===== config.mk =====
export PLATFORM = sky130hd
export DESIGN_NAME = adc_scheduler
export DESIGN_NICKNAME = d
export VERILOG_FILES = /design/src/rtl/adc_sched_pkg.sv /design/src/rtl/adc_tick_gen.sv /design/src/rtl/adc_scheduler.sv
export SDC_FILE = /design/constraint.sdc
export NUM_CORES = 1
export LEC_CHECK = 0
export BUFFER_PORTS_ARGS = -buffer_cell sky130_fd_sc_hd__buf_2
export CORE_UTILIZATION = 49
export DETAILED_ROUTE_END_ITERATION = 10
export HOLD_SLACK_MARGIN = 0.08
export PLACE_DENSITY = 0.84
export SLEW_MARGIN = 20
export SYNTH_ARGS = -nofsm -noshare
export SYNTH_HDL_FRONTEND = slang
export SYNTH_SLANG_ARGS = --single-unit

===== constraint.sdc =====
create_clock -name CLK50MHZ -period 3.4 [get_ports CLK50MHZ]
set_input_delay 0.68 -clock CLK50MHZ [delete_from_list [all_inputs] [get_ports CLK50MHZ]]
set_output_delay 0.68 -clock CLK50MHZ [all_outputs]
set_load 0.02 [all_outputs]

===== src/rtl/adc_sched_pkg.sv =====
// Shared widths, defaults and FSM state encoding for the ADC scheduler.
package adc_sched_pkg;

   localparam int GAIN_W         = 4;
   localparam int AMP_W          = 8;
   localparam int ADC_W          = 14;
   localparam int ACC_W          = 16;
   localparam int MIN_PERIOD_DEF = 100;

   typedef enum logic [2:0] {
      IDLE,
      AMP_LOAD,
      AMP_WAIT,
      WAIT_TICK,
      CONV,
      CONV_WAIT
   } state_t;

endpackage


===== src/rtl/adc_tick_gen.sv =====
// Free-running sample-period counter; emits a one-cycle tick at count P-1.
// reset is active-low and asynchronous, shared with the scheduler top.
module adc_tick_gen
   import adc_sched_pkg::*;
#(
   parameter int PERIOD_W   = 16,
   parameter int MIN_PERIOD = MIN_PERIOD_DEF
) (
   input  logic                clock,
   input  logic                reset,
   input  logic                enable,
   input  logic [PERIOD_W-1:0] period,
   output logic                tick
);

   localparam logic [PERIOD_W-1:0] MIN_P = PERIOD_W'(MIN_PERIOD);

   logic [PERIOD_W-1:0] count_q, count_d;
   logic [PERIOD_W-1:0] len_q, len_d;
   logic [PERIOD_W-1:0] len_cur;

   // The period is taken from the input only at count 0, so a change
   // mid-period takes effect at the next wrap.
   always_comb begin
      len_cur = len_q;
      if (count_q == '0) begin
         len_cur = (period < MIN_P) ? MIN_P : period;
      end
      tick    = enable && (count_q == (len_cur - PERIOD_W'(1)));
      len_d   = len_cur;
      count_d = count_q + PERIOD_W'(1);
      if (!enable || tick) begin
         count_d = '0;
      end
   end

   always_ff @(posedge clock or negedge reset) begin
      if (!reset) begin
         count_q <= '0;
         len_q   <= '0;
      end else begin
         count_q <= count_d;
         len_q   <= len_d;
      end
   end

endmodule


===== src/rtl/adc_scheduler.sv =====
// Periodic two-channel ADC sampler that programs the preamp gain before converting.
// Define ADC_SCHED_AVG_EN to report the average of every four conversions.
module adc_scheduler
   import adc_sched_pkg::*;
#(
   parameter int PERIOD_W   = 16,
   parameter int MIN_PERIOD = MIN_PERIOD_DEF
) (
   input  logic                CLK50MHZ,
   input  logic                RST,
   input  logic                enable,
   input  logic [PERIOD_W-1:0] period,
   input  logic [GAIN_W-1:0]   gain_a,
   input  logic [GAIN_W-1:0]   gain_b,
   input  logic                gain_load,
   output logic                amp_trig,
   output logic [AMP_W-1:0]    amp_data,
   input  logic                amp_done,
   output logic                adc_trig,
   input  logic                adc_done,
   input  logic [ADC_W-1:0]    adc_a,
   input  logic [ADC_W-1:0]    adc_b,
   output logic                sample_valid,
   output logic [ADC_W-1:0]    sample_a,
   output logic [ADC_W-1:0]    sample_b,
   output logic                busy,
   output logic                overrun
);

   state_t state_q, state_d;
   logic   pending_q, pending_d;
   logic   overrun_q, overrun_d;
   logic   sample_valid_q, sample_valid_d;
   logic [AMP_W-1:0] amp_data_q, amp_data_d;
   logic [ADC_W-1:0] sample_a_q, sample_a_d;
   logic [ADC_W-1:0] sample_b_q, sample_b_d;
   logic   tick;
   logic   reload;
   logic   capture;
   logic   tick_taken;

   adc_tick_gen #(
      .PERIOD_W   (PERIOD_W),
      .MIN_PERIOD (MIN_PERIOD)
   ) u_tick_gen (
      .clock  (CLK50MHZ),
      .reset  (RST),
      .enable (enable),
      .period (period),
      .tick   (tick)
   );

   // A started SPI transfer is always allowed to finish; enable falling only
   // redirects the FSM to IDLE once the matching done arrives.
   always_comb begin
      state_d    = state_q;
      pending_d  = pending_q | gain_load;
      amp_data_d = amp_data_q;
      overrun_d  = overrun_q;
      reload     = 1'b0;
      capture    = 1'b0;
      tick_taken = 1'b0;
      case (state_q)
         IDLE: begin
            if (enable) reload = 1'b1;
         end
         AMP_LOAD: begin
            state_d = AMP_WAIT;
         end
         AMP_WAIT: begin
            if (amp_done) state_d = enable ? WAIT_TICK : IDLE;
         end
         WAIT_TICK: begin
            if (!enable) begin
               state_d = IDLE;
            end else if (pending_q || gain_load) begin
               reload = 1'b1;
            end else if (tick) begin
               state_d    = CONV;
               tick_taken = 1'b1;
            end
         end
         CONV: begin
            state_d = CONV_WAIT;
         end
         CONV_WAIT: begin
            if (adc_done) begin
               state_d = enable ? WAIT_TICK : IDLE;
               capture = enable;
            end
         end
         default: begin
            state_d = IDLE;
         end
      endcase
      if (reload) begin
         state_d    = AMP_LOAD;
         amp_data_d = {gain_b, gain_a};
         pending_d  = 1'b0;
      end
      if (tick && !tick_taken) overrun_d = 1'b1;
      if (!enable) overrun_d = 1'b0;
   end

`ifdef ADC_SCHED_AVG_EN
   logic [ACC_W-1:0] acc_a_q, acc_a_d;
   logic [ACC_W-1:0] acc_b_q, acc_b_d;
   logic [1:0]       avg_cnt_q, avg_cnt_d;
   logic [ACC_W-1:0] sum_a;
   logic [ACC_W-1:0] sum_b;

   // Bits [15:2] of the 16-bit sum are the arithmetic divide-by-four.
   always_comb begin
      sum_a          = acc_a_q + {{(ACC_W-ADC_W){adc_a[ADC_W-1]}}, adc_a};
      sum_b          = acc_b_q + {{(ACC_W-ADC_W){adc_b[ADC_W-1]}}, adc_b};
      acc_a_d        = acc_a_q;
      acc_b_d        = acc_b_q;
      avg_cnt_d      = avg_cnt_q;
      sample_valid_d = 1'b0;
      sample_a_d     = sample_a_q;
      sample_b_d     = sample_b_q;
      if (!enable || reload) begin
         acc_a_d   = '0;
         acc_b_d   = '0;
         avg_cnt_d = '0;
      end else if (capture) begin
         if (avg_cnt_q == 2'd3) begin
            sample_valid_d = 1'b1;
            sample_a_d     = sum_a[ACC_W-1:2];
            sample_b_d     = sum_b[ACC_W-1:2];
            acc_a_d        = '0;
            acc_b_d        = '0;
            avg_cnt_d      = '0;
         end else begin
            acc_a_d   = sum_a;
            acc_b_d   = sum_b;
            avg_cnt_d = avg_cnt_q + 2'd1;
         end
      end
   end

   always_ff @(posedge CLK50MHZ or negedge RST) begin
      if (!RST) begin
         acc_a_q   <= '0;
         acc_b_q   <= '0;
         avg_cnt_q <= '0;
      end else begin
         acc_a_q   <= acc_a_d;
         acc_b_q   <= acc_b_d;
         avg_cnt_q <= avg_cnt_d;
      end
   end
`else
   always_comb begin
      sample_valid_d = capture;
      sample_a_d     = sample_a_q;
      sample_b_d     = sample_b_q;
      if (capture) begin
         sample_a_d = adc_a;
         sample_b_d = adc_b;
      end
   end
`endif

   always_ff @(posedge CLK50MHZ or negedge RST) begin
      if (!RST) begin
         state_q        <= IDLE;
         pending_q      <= 1'b0;
         overrun_q      <= 1'b0;
         amp_data_q     <= '0;
         sample_valid_q <= 1'b0;
         sample_a_q     <= '0;
         sample_b_q     <= '0;
      end else begin
         state_q        <= state_d;
         pending_q      <= pending_d;
         overrun_q      <= overrun_d;
         amp_data_q     <= amp_data_d;
         sample_valid_q <= sample_valid_d;
         sample_a_q     <= sample_a_d;
         sample_b_q     <= sample_b_d;
      end
   end

   assign amp_trig     = (state_q == AMP_LOAD);
   assign adc_trig     = (state_q == CONV);
   assign busy         = (state_q != IDLE) && (state_q != WAIT_TICK);
   assign amp_data     = amp_data_q;
   assign sample_valid = sample_valid_q;
   assign sample_a     = sample_a_q;
   assign sample_b     = sample_b_q;
   assign overrun      = overrun_q;

endmodule

# After elaboration in Yosys (flattened, before gate mapping)
# Index checks and enable logic that the tools add are counted.
# totals
wordCells,61
regBits,74
inputBits,58
output_inout_bits,41
# op_classes
reduce_logical,11
bitwise_logic,1
addsub,2
mux,24
n_eq_ne,13
magnitude_cmp,1
# op_table
op,n
$mux W16,3
$mux W3,6
$pmux W3 S6,1
$add A16 B1 Y16 const B,1
$eq A16 B16 Y1,1
$logic_not A16 Y1,1
$lt A16 B7 Y1 const B,1
$sub A16 B1 Y16 const B,1
$mux W1,12
$ne A4 B4 Y1 const B,2
$eq A3 B2 Y1 const B,2
$eq A3 B3 Y1 const B,2
$ne A3 B3 Y1 const B,2
$reduce_and A5 Y1,1
$eq A3 B1 Y1 const B,1
$logic_and A1 B1 Y1,3
$logic_not A3 Y1,1
$ne A3 B2 Y1 const B,1
$reduce_bool A3 Y1,1
$logic_not A1 Y1,2
$logic_or A1 B1 Y1,2
$mux W2,1
$ne A2 B1 Y1 const B,1
$ne A2 B2 Y1 const B,1
other kinds (2),2

# Logic depth before layout (Yosys ltp)
# Gate-level depths: netlist (run 1).
# logic_depth
word_depth,14
mapped_depth,16
mapped_depth_nobuf,13

# Modules after synthesis
# A second synthesis (run 1) with hierarchy kept.
# unflattened
hier_cells,388
area_unflattened_um2,4191.5
# modules_own_cells
mod,area_per_inst_um2,cells_per_inst,n_inst,seq_area_each_um2
adc_tick_gen,2434.8,269,1,800.8
adc_scheduler,1756.7,119,1,1051.0

# Least setup slack after synthesis (run 1)
# Ideal clock, no wire load.
# synth_timing
kind,input port to flip-flop
startpoint,in period[12]
endpoint,reg u_tick_gen.count_q[9]
required_ps,3281
setup_slack_ps,19
path_buffers,1
setup_ps,119
t_arrival_ps,3263
stages,11
cell_sequence,nor4_4 > nand4_1 > and3_1 > a21oi_1 > ha_1 > o21ai_2 > o32a_1 > or3_1 > o21ai_2 > buf_6 > nor2_1
# synth_between
elab_chain_len,8
# synth_lines
item,line_no,text
start: declaration,adc_scheduler.sv:12,"input logic [PERIOD_W-1:0] period,"
$lt A16 B7 Y1,adc_tick_gen.sv:27,len_cur = (period < MIN_P) ? MIN_P : period;
$mux W16 *,adc_tick_gen.sv:27,
$mux W16 *,adc_tick_gen.sv:26,if (count_q == '0) begin
$sub A16 B1 Y16 *,adc_tick_gen.sv:29,tick = enable && (count_q == (len_cur - PERIOD_W'(1)));
$eq A16 B16 Y1 *,adc_tick_gen.sv:29,
$logic_and A1 B1 Y1 *,adc_tick_gen.sv:29,
$logic_or A1 B1 Y1 *,adc_tick_gen.sv:32,if (!enable || tick) begin
$mux W16 *,adc_tick_gen.sv:32,
named net u_tick_gen.count_d[9],adc_tick_gen.sv:18,"logic [PERIOD_W-1:0] count_q, count_d;"
end signal: assignment,adc_tick_gen.sv:42,count_q <= count_d;
end: declaration,adc_tick_gen.sv:18,
# Mark *: on every way through the listed nets, which the timed path passes. The rest lies on a longest branch.
# A chain may end at the register's enable or synchronous reset.

# Worst setup path in the final report (run 1)
# layout_timing
startpoint,reg u_tick_gen.count_q[2]
endpoint,reg u_tick_gen.count_q[9]
# layout_between
elab_chain_len,7
elab_cells_between_ends,8
cone_classes,add/sub: 2; eq/ne: 1; mux: 2; reduce/logical: 3
# layout_lines
item,line_no,text
$logic_not A16 Y1,adc_tick_gen.sv:26,
$mux W16,adc_tick_gen.sv:26,
named net u_tick_gen.len_cur[3],adc_tick_gen.sv:20,logic [PERIOD_W-1:0] len_cur;
$sub A16 B1 Y16,adc_tick_gen.sv:29,
$eq A16 B16 Y1,adc_tick_gen.sv:29,
$logic_and A1 B1 Y1,adc_tick_gen.sv:29,
$logic_or A1 B1 Y1,adc_tick_gen.sv:32,
$mux W16,adc_tick_gen.sv:32,
named net u_tick_gen.count_d[9],adc_tick_gen.sv:18,
# The timed path passes the listed nets, and every way through them passes these cells.

==> results.md, run 1 <==
* Status: complete, no violations
* Worst R2R End: u_tick_gen.count_q[9]
* Total GRT Usage at 25.0%
* Largest net degree at the start of global routing at 43
* Leakage power at 2.59 nW
* Worst Tran Pin Value at 0.843 ns
* Minimum clock period after layout at 3.36 ns
* Yosys top cell by area: dfrtp_1
* Clock group share of total power at 26.3%
* Switching Share at 36.3%
* Tcrit/Tclk final at 98.8%
* Post-Syn Nets at 514
* Commonest cells after routing, fill and taps aside: nand2_1 (114), buf_2 (98), dfrtp_1 (74)
* Share of layout cells above drive strength 1 at 30.6%
* Peak VDD IR at 0.273 mV
* Commonest non-fill, non-tap cell in the layout: nand2_1
* Total gr overflow at 0
* Fmax at 298 MHz
* Cells on worst reg2reg path at 11
* Post-CTS Hold Buffers at 0
* DRT Pass-1 Iters at 4
* Worst Setup Start Kind: flop
* Fin. max-slew vios at 0
* Final Hold Fails at 0
* Ant. Diodes at 0
* Nets at 638
* DR WL/cell at 15.5 um
* # DRC at 0
* Root Driver: clkbuf_8
* Via count at 3811
* Seq/Total Area, Yosys at 45.5%
* Row Count at 32
* Internal Power at 0.00174 W
* CP max FO at 16
* Post-synth ARST share at 100%
* Setup Viol. Count Final at 0
* TNS Setup at 0 ns
* Worst Hold Margin at 0.394 ns
* Synth Warn # at 0
* PD cells at 533 nW/um^2
* CP arrival at 3.60 ns
* CTS HTree Levels at 3
* Req. time, crit path at 3.63 ns
* Critical path endpoint category: flop
* Worst slew margin at 43.7%
* Part of the power in registers at 41.3%
* CTS tree: yes
* # port buffers at 98
* Max-cap violations at 0
* Routed Antenna Nets at 0
* Post-synth EDFFs at 0
* RSZ-0062 raised after global routing: true
* Detailed Place HPWL at 7650 um
* Synth unique cells at 62
* CTS Buf Count at 9
* Io pins at 99
* Critical path cell sequence: nor4_4, and4_4, buf_6, mux2_2, xnor2_1, nand3_1, o31a_1, a2111o_1, o21ai_2, buf_12, nor2_1
* Number of antenna violations at the first check in global routing at 0
* Synth top area share at 45.5%
* Reg-to-reg slack, setup at 0.04 ns
* Layout area overhead at 26.2%
* Synth Cell Area at 4070 sq um
* Starting Density at 51.6%
* Top cells by area, synth: dfrtp_1 (46%), nand2_1 (11%), xnor2_1 (3.4%)
* Vias in the first global route at 3770
* Clk sinks at 74
* Placeable Area at 7890 sq um
* Worst min path class: input pin to asynchronous set/reset pin
* Die Y at 93.1 um
* Longest Clk Path Bufs at 2
* Vias per cell at 5.57
* Final wirelength at 10600 um
* R2R Path Start: u_tick_gen.count_q[2]
* Avg Inst Size Synth at 8.98 sq um
* First-pass GRT wire length at 17000 um
* Skew final at 0.0103 ns
* Net Switching at 0.000993 W
* Most used flip-flop cell after synthesis: dfrtp_1
* Chip Width at 93.1 um
* Gate Count Post-Synth at 453
* Clk slew on worst S/H paths at 0.09 ns
* CP max-delay cell: a2111o_1
* Logic gate share of total power at 32.4%
* Critical path's largest stage delay at 0.47 ns
* #FFs+latches synth at 74
* Util after Layout at 65.1%
* Iteration-0 DRC Markers at 225
* Global placer's final weighted congestion at 1.02
* Clk_lat worst skew at 0.35 ns
* Die ar. at 8670 sq um
* Setup Crit Path Kind: flop to flop
state kept, by name, indices dropped and copies added, names as in the netlist:
register	flops
sample_a	14
pending_q	1
sample_valid	1
overrun	1
u_tick_gen.count_q	16
amp_data	8
u_tick_gen.len_q	16
state_q	3
sample_b	14
per-layer routing:
metal,GRT usage (%),vias up,wire length (um)
met4,11.3,0,282
met3,4.47,32,809
li1,-,1797,-
met5,0,-,0
met2,41.8,170,5140
met1,31.6,1812,4390
critical path: cells and delay by family (launching register included):
family	cells	cell delay, ns
buffers and inverters	2	0.34
muxes	1	0.40
AOI/OAI and AO/OA	3	0.88
and+or+nand+nor	4	0.97
DFF	1	0.41
xor gates and xnor gates	1	0.26
power groups by stage:
stage | Combinational (W) | Sequential [W] | Clock (W)
5_1_grt | 0.000959 | 0.00114 | 0.000775
3_3_place_gp | 0.000808 | 0.00113 | 0
2_1_floorplan | 0.000504 | 0.00119 | 0
4_1_cts | 0.000854 | 0.00112 | 0.000734
3_5_place_dp | 0.000843 | 0.00114 | 0
6_report | 0.000887 | 0.00113 | 0.000720
what timing repair did:
item                                    in CTS  in global routing
resized for setup                            2                  9
pin swaps                                    0                  2
endpoints found under the setup margin       4                 20
hold endpoints to repair                     0                  0
gates cloned                                 0                  0
buffers inserted                             0                  3
cells in the mapped netlist, types with 3 or more instances:
| master | number |
|---|---|
| nand2_1 | 114 |
| dfrtp_1 | 74 |
| nor2_1 | 37 |
| inv_1 | 16 |
| xnor2_1 | 16 |
| nor3_1 | 15 |
| nand3_1 | 14 |
| xor2_1 | 13 |
| mux2_2 | 12 |
| clkbuf_1 | 11 |
| a21oi_1 | 9 |
| nand4_1 | 9 |
| mux2i_1 | 7 |
| and3_1 | 6 |
| nand2b_1 | 6 |
| nor2b_1 | 6 |
| o21ai_0 | 6 |
| a31oi_1 | 4 |
| and2_1 | 4 |
| buf_2 | 4 |
| a41oi_1 | 3 |
| buf_6 | 3 |
| ha_1 | 3 |
| nor3b_1 | 3 |
| nor4_1 | 3 |
| o21ai_1 | 3 |
| or3_1 | 3 |
logic make-up (layout without fill, tap and decap cells):
family / Yosys count / after routing / share of synthesized area, %
adder cells (fa/ha/maj): 3 / 3 / 0.923
multiplexers: 19 / 19 / 5.05
AO/OA/AOI/OAI: 53 / 53 / 9.39
buffers and inverters: 36 / 165 / 4.09
XOR/XNOR: 29 / 29 / 6.25
flip-flops: 74 / 74 / 45.5
AND/OR/NAND/NOR: 239 / 239 / 28.8
how the worst max path moves through the flow:
stage | from | end | slack (ns)
after floorplan | period[12] | u_tick_gen.count_q[9] | 0.02
after global placement | period[4] | state_q[1] | 0.06
after detailed placement | period[2] | overrun | -0.14
after CTS | u_tick_gen.count_q[1] | overrun | 0.004
after global routing | u_tick_gen.count_q[1] | u_tick_gen.count_q[4] | -0.1
final | u_tick_gen.count_q[2] | u_tick_gen.count_q[9] | 0.04
cell type report:
class                   count  area, sq um
clock inverters             7         83.8
clock buffers               9          124
well taps                 102          128
fillers                   615         2760
repair buffers            133          782
multi-input cells         343         2100
flip-flops and latches     74         1850
inverters                  16         60.1
stage by stage:
stage          total power, W  cell area (sq um)  setup WS (ns)  cells
3_3_place_gp          0.00193               4840         0.0551    665
4_1_cts               0.00271               5060        0.00354    681
6_report              0.00274               5130         0.0396    684
3_5_place_dp          0.00198               4840         -0.142    665
2_1_floorplan         0.00170               4070         0.0185    453
5_1_grt               0.00288               5130        -0.0964    684
Power figures use the tool's default switching activity.
==> inputs of run 2 (changes only) <==
CORE_UTILIZATION = 44   (was 49)
PLACE_DENSITY = 0.77   (was 0.84)
==> run 2 against run 1 <==
  * Critical endpoint is now state_q[1]
  * Sequential power about the same
  * The flow now finishes with violations (DRC)
  * Clock-buffer cell count did not move
  * Final area increased by 0.54%
  * Non-clock buffer count grew 3
==> results.md, run 2 (synthesized netlist as in run 1, its figures left out) <==
* Vias in the first global route at 3630 (-3.7%)
* Final Hold Fails at 0 (unchanged)
* Fillcell total at 738 (+20%)
* Clk sinks at 74 (unchanged)
* Util after Layout at 58.3% (-6.8 points)
* Total gr overflow at 0 (unchanged)
* CP max FO at 14 (-2)
* CTS Buf Count at 9 (unchanged)
* Skew final at 0.00832 ns (-0.00198 ns)
* Violated checks: DRC
* Total GRT Usage at 21.4% (-3.6 points)
* TNS Setup at 0 ns (unchanged)
* Placeable Area at 8850 sq um (+12%)
* Worst min path class: input pin to asynchronous set/reset pin
* CP max-delay cell: dfrtp_1
* Largest net degree at the start of global routing at 39 (-9.3%)
* Row Count at 34 (+6.3%)
* Setup Crit Path Kind: flop to flop
* Io pins at 99 (unchanged)
* Routed Antenna Nets at 0 (unchanged)
* Clk_lat worst skew at 0.34 ns (about the same)
* R2R Path Start: u_tick_gen.count_q[14]
* Regs by FF count: u_tick_gen.count_q: 16 flops, u_tick_gen.len_q: 16 flops
* Global placer's final weighted congestion at 0.878 (-14%)
* Leakage power at 2.60 nW (+0.25%)
* PD cells at 519 nW/um^2 (-2.7%)
* Status: complete, but fails checks
* # port buffers at 98 (unchanged)
* CTS HTree Levels at 3 (unchanged)
* Max-cap violations at 0 (unchanged)
* Nets at 641 (+0.47%)
* Worst Setup Start Kind: flop
* Peak VDD IR at 0.311 mV (+14%)
* CP arrival at 3.42 ns (-0.18 ns)
* Ant. Diodes at 0 (unchanged)
* Cells on worst reg2reg path at 11 (unchanged)
* CTS tree: yes
* # DRC at 4 (+4)
* Commonest cells after routing, fill and taps aside: nand2_1 (114), buf_2 (98), dfrtp_1 (74)
* CP dominant cell by count: buf_4
* Reg-to-reg slack, setup at 0.19 ns (+0.15 ns)
* Die ar. at 9630 sq um (+11%)
* Longest Clk Path Bufs at 2 (unchanged)
* Req. time, crit path at 3.61 ns (-0.02 ns)
* Worst Path Buf+Inv at 2 (unchanged)
* Detailed Place HPWL at 7470 um (-2.3%)
* Worst R2R End: state_q[1]
* RSZ-0062 raised after global routing: false
* DRT Pass-1 Iters at 7 (+3)
* Final wirelength at 9940 um (-6.4%)
* Number of antenna violations at the first check in global routing at 0 (unchanged)
* Fmax at 312 MHz (+4.8%)
* Share of layout cells above drive strength 1 at 31.5% (+0.87 points)
* Via count at 3676 (-3.5%)
* Worst Tran Pin Value at 0.784 ns (-0.0587 ns)
* Layout area overhead at 26.9%
* Starting Density at 46.0% (-5.6 points)
* Commonest non-fill, non-tap cell in the layout: nand2_1
* Clk slew on worst S/H paths at 0.08 ns (about the same)
* Post-CTS Hold Buffers at 0 (unchanged)
* Minimum clock period after layout at 3.21 ns (-0.153 ns)
* Die Y at 98.1 um (+5.4%)
* DR WL/cell at 14.3 um (-7.7%)
* Worst slew margin at 47.6% (+3.9 points)
* Setup Viol. Count Final at 0 (unchanged)
* Root Driver: clkbuf_8
* Vias per cell at 5.30 (-4.8%)
* Iteration-0 DRC Markers at 131 (-42%)
* First-pass GRT wire length at 16500 um (-3.0%)
* Cell family with most CP delay: compound AO/OA/AOI/OAI gates
* Chip Width at 98.1 um (+5.4%)
* Fin. max-slew vios at 0 (unchanged)
* Critical path cell sequence: nor4_4, and4_4, buf_4, buf_4, nand2_1, and2_1, o211a_1, o31a_1, a2111o_1, o311ai_2, o21ai_1
* Tcrit/Tclk final at 94.3% (-4.5 points)
* Critical path's largest stage delay at 0.47 ns (about the same)
* Critical path endpoint category: flop
[run 2: cell type report]
cell class / instances / area [sq um] / share of cell area [%]
multi-input combinational: 343 / 2120 / 41.1
sequential: 74 / 1850 / 35.9
timing repair buffer: 136 / 792 / 15.3
tap: 108 / 135 / 2.62
clock buffer: 9 / 124 / 2.40
clock inverter: 7 / 76.3 / 1.48
inverter: 16 / 60.1 / 1.16
[run 2: where the power goes]
part           switching [W]  internal (W)
clock network       0.000346      0.000344
logic               0.000490      0.000373
registers           0.000109       0.00101
total               0.000945       0.00173
[run 2: timing repair]
item,4_1_cts,5_1_grt
setup endpoints to repair,0,20
setup buffers,0,2
hold endpoints to repair,0,0
gates resized for setup,0,14
[run 2: worst max-delay path by stage]
stage,start,endpoint,slack [ns],cells after the start
2_1_floorplan,period[12],u_tick_gen.count_q[9],0.02,11
3_3_place_gp,period[7],state_q[1],0.03,11
3_5_place_dp,period[2],state_q[1],-0.08,11
4_1_cts,u_tick_gen.count_q[2],state_q[1],0.03,10
5_1_grt,u_tick_gen.count_q[0],u_tick_gen.count_q[3],0.03,13
6_report,u_tick_gen.count_q[14],state_q[1],0.19,11
[run 2: per-layer routing]
layer / global-route usage (%) / wire length [um]
met1: 27.1 / 4280
met5: 0 / 0
met3: 5.23 / 669
met2: 36.0 / 4820
met4: 7.12 / 174
[run 2: per-stage QoR]
| stage | power [W] | worst slack, ns | hold WS [ns] | instances | area, sq um |
|---|---|---|---|---|---|
| 3_3_place_gp | 0.00194 | 0.0287 | 0.452 | 675 | 4870 |
| 6_report | 0.00268 | 0.193 | 0.241 | 693 | 5160 |
| 5_1_grt | 0.00284 | 0.0295 | 0.240 | 693 | 5160 |
| 2_1_floorplan | 0.00170 | 0.0185 | 0.384 | 453 | 4070 |
| 4_1_cts | 0.00267 | 0.0281 | 0.238 | 691 | 5070 |
| 3_5_place_dp | 0.00198 | -0.0844 | 0.457 | 675 | 4870 |
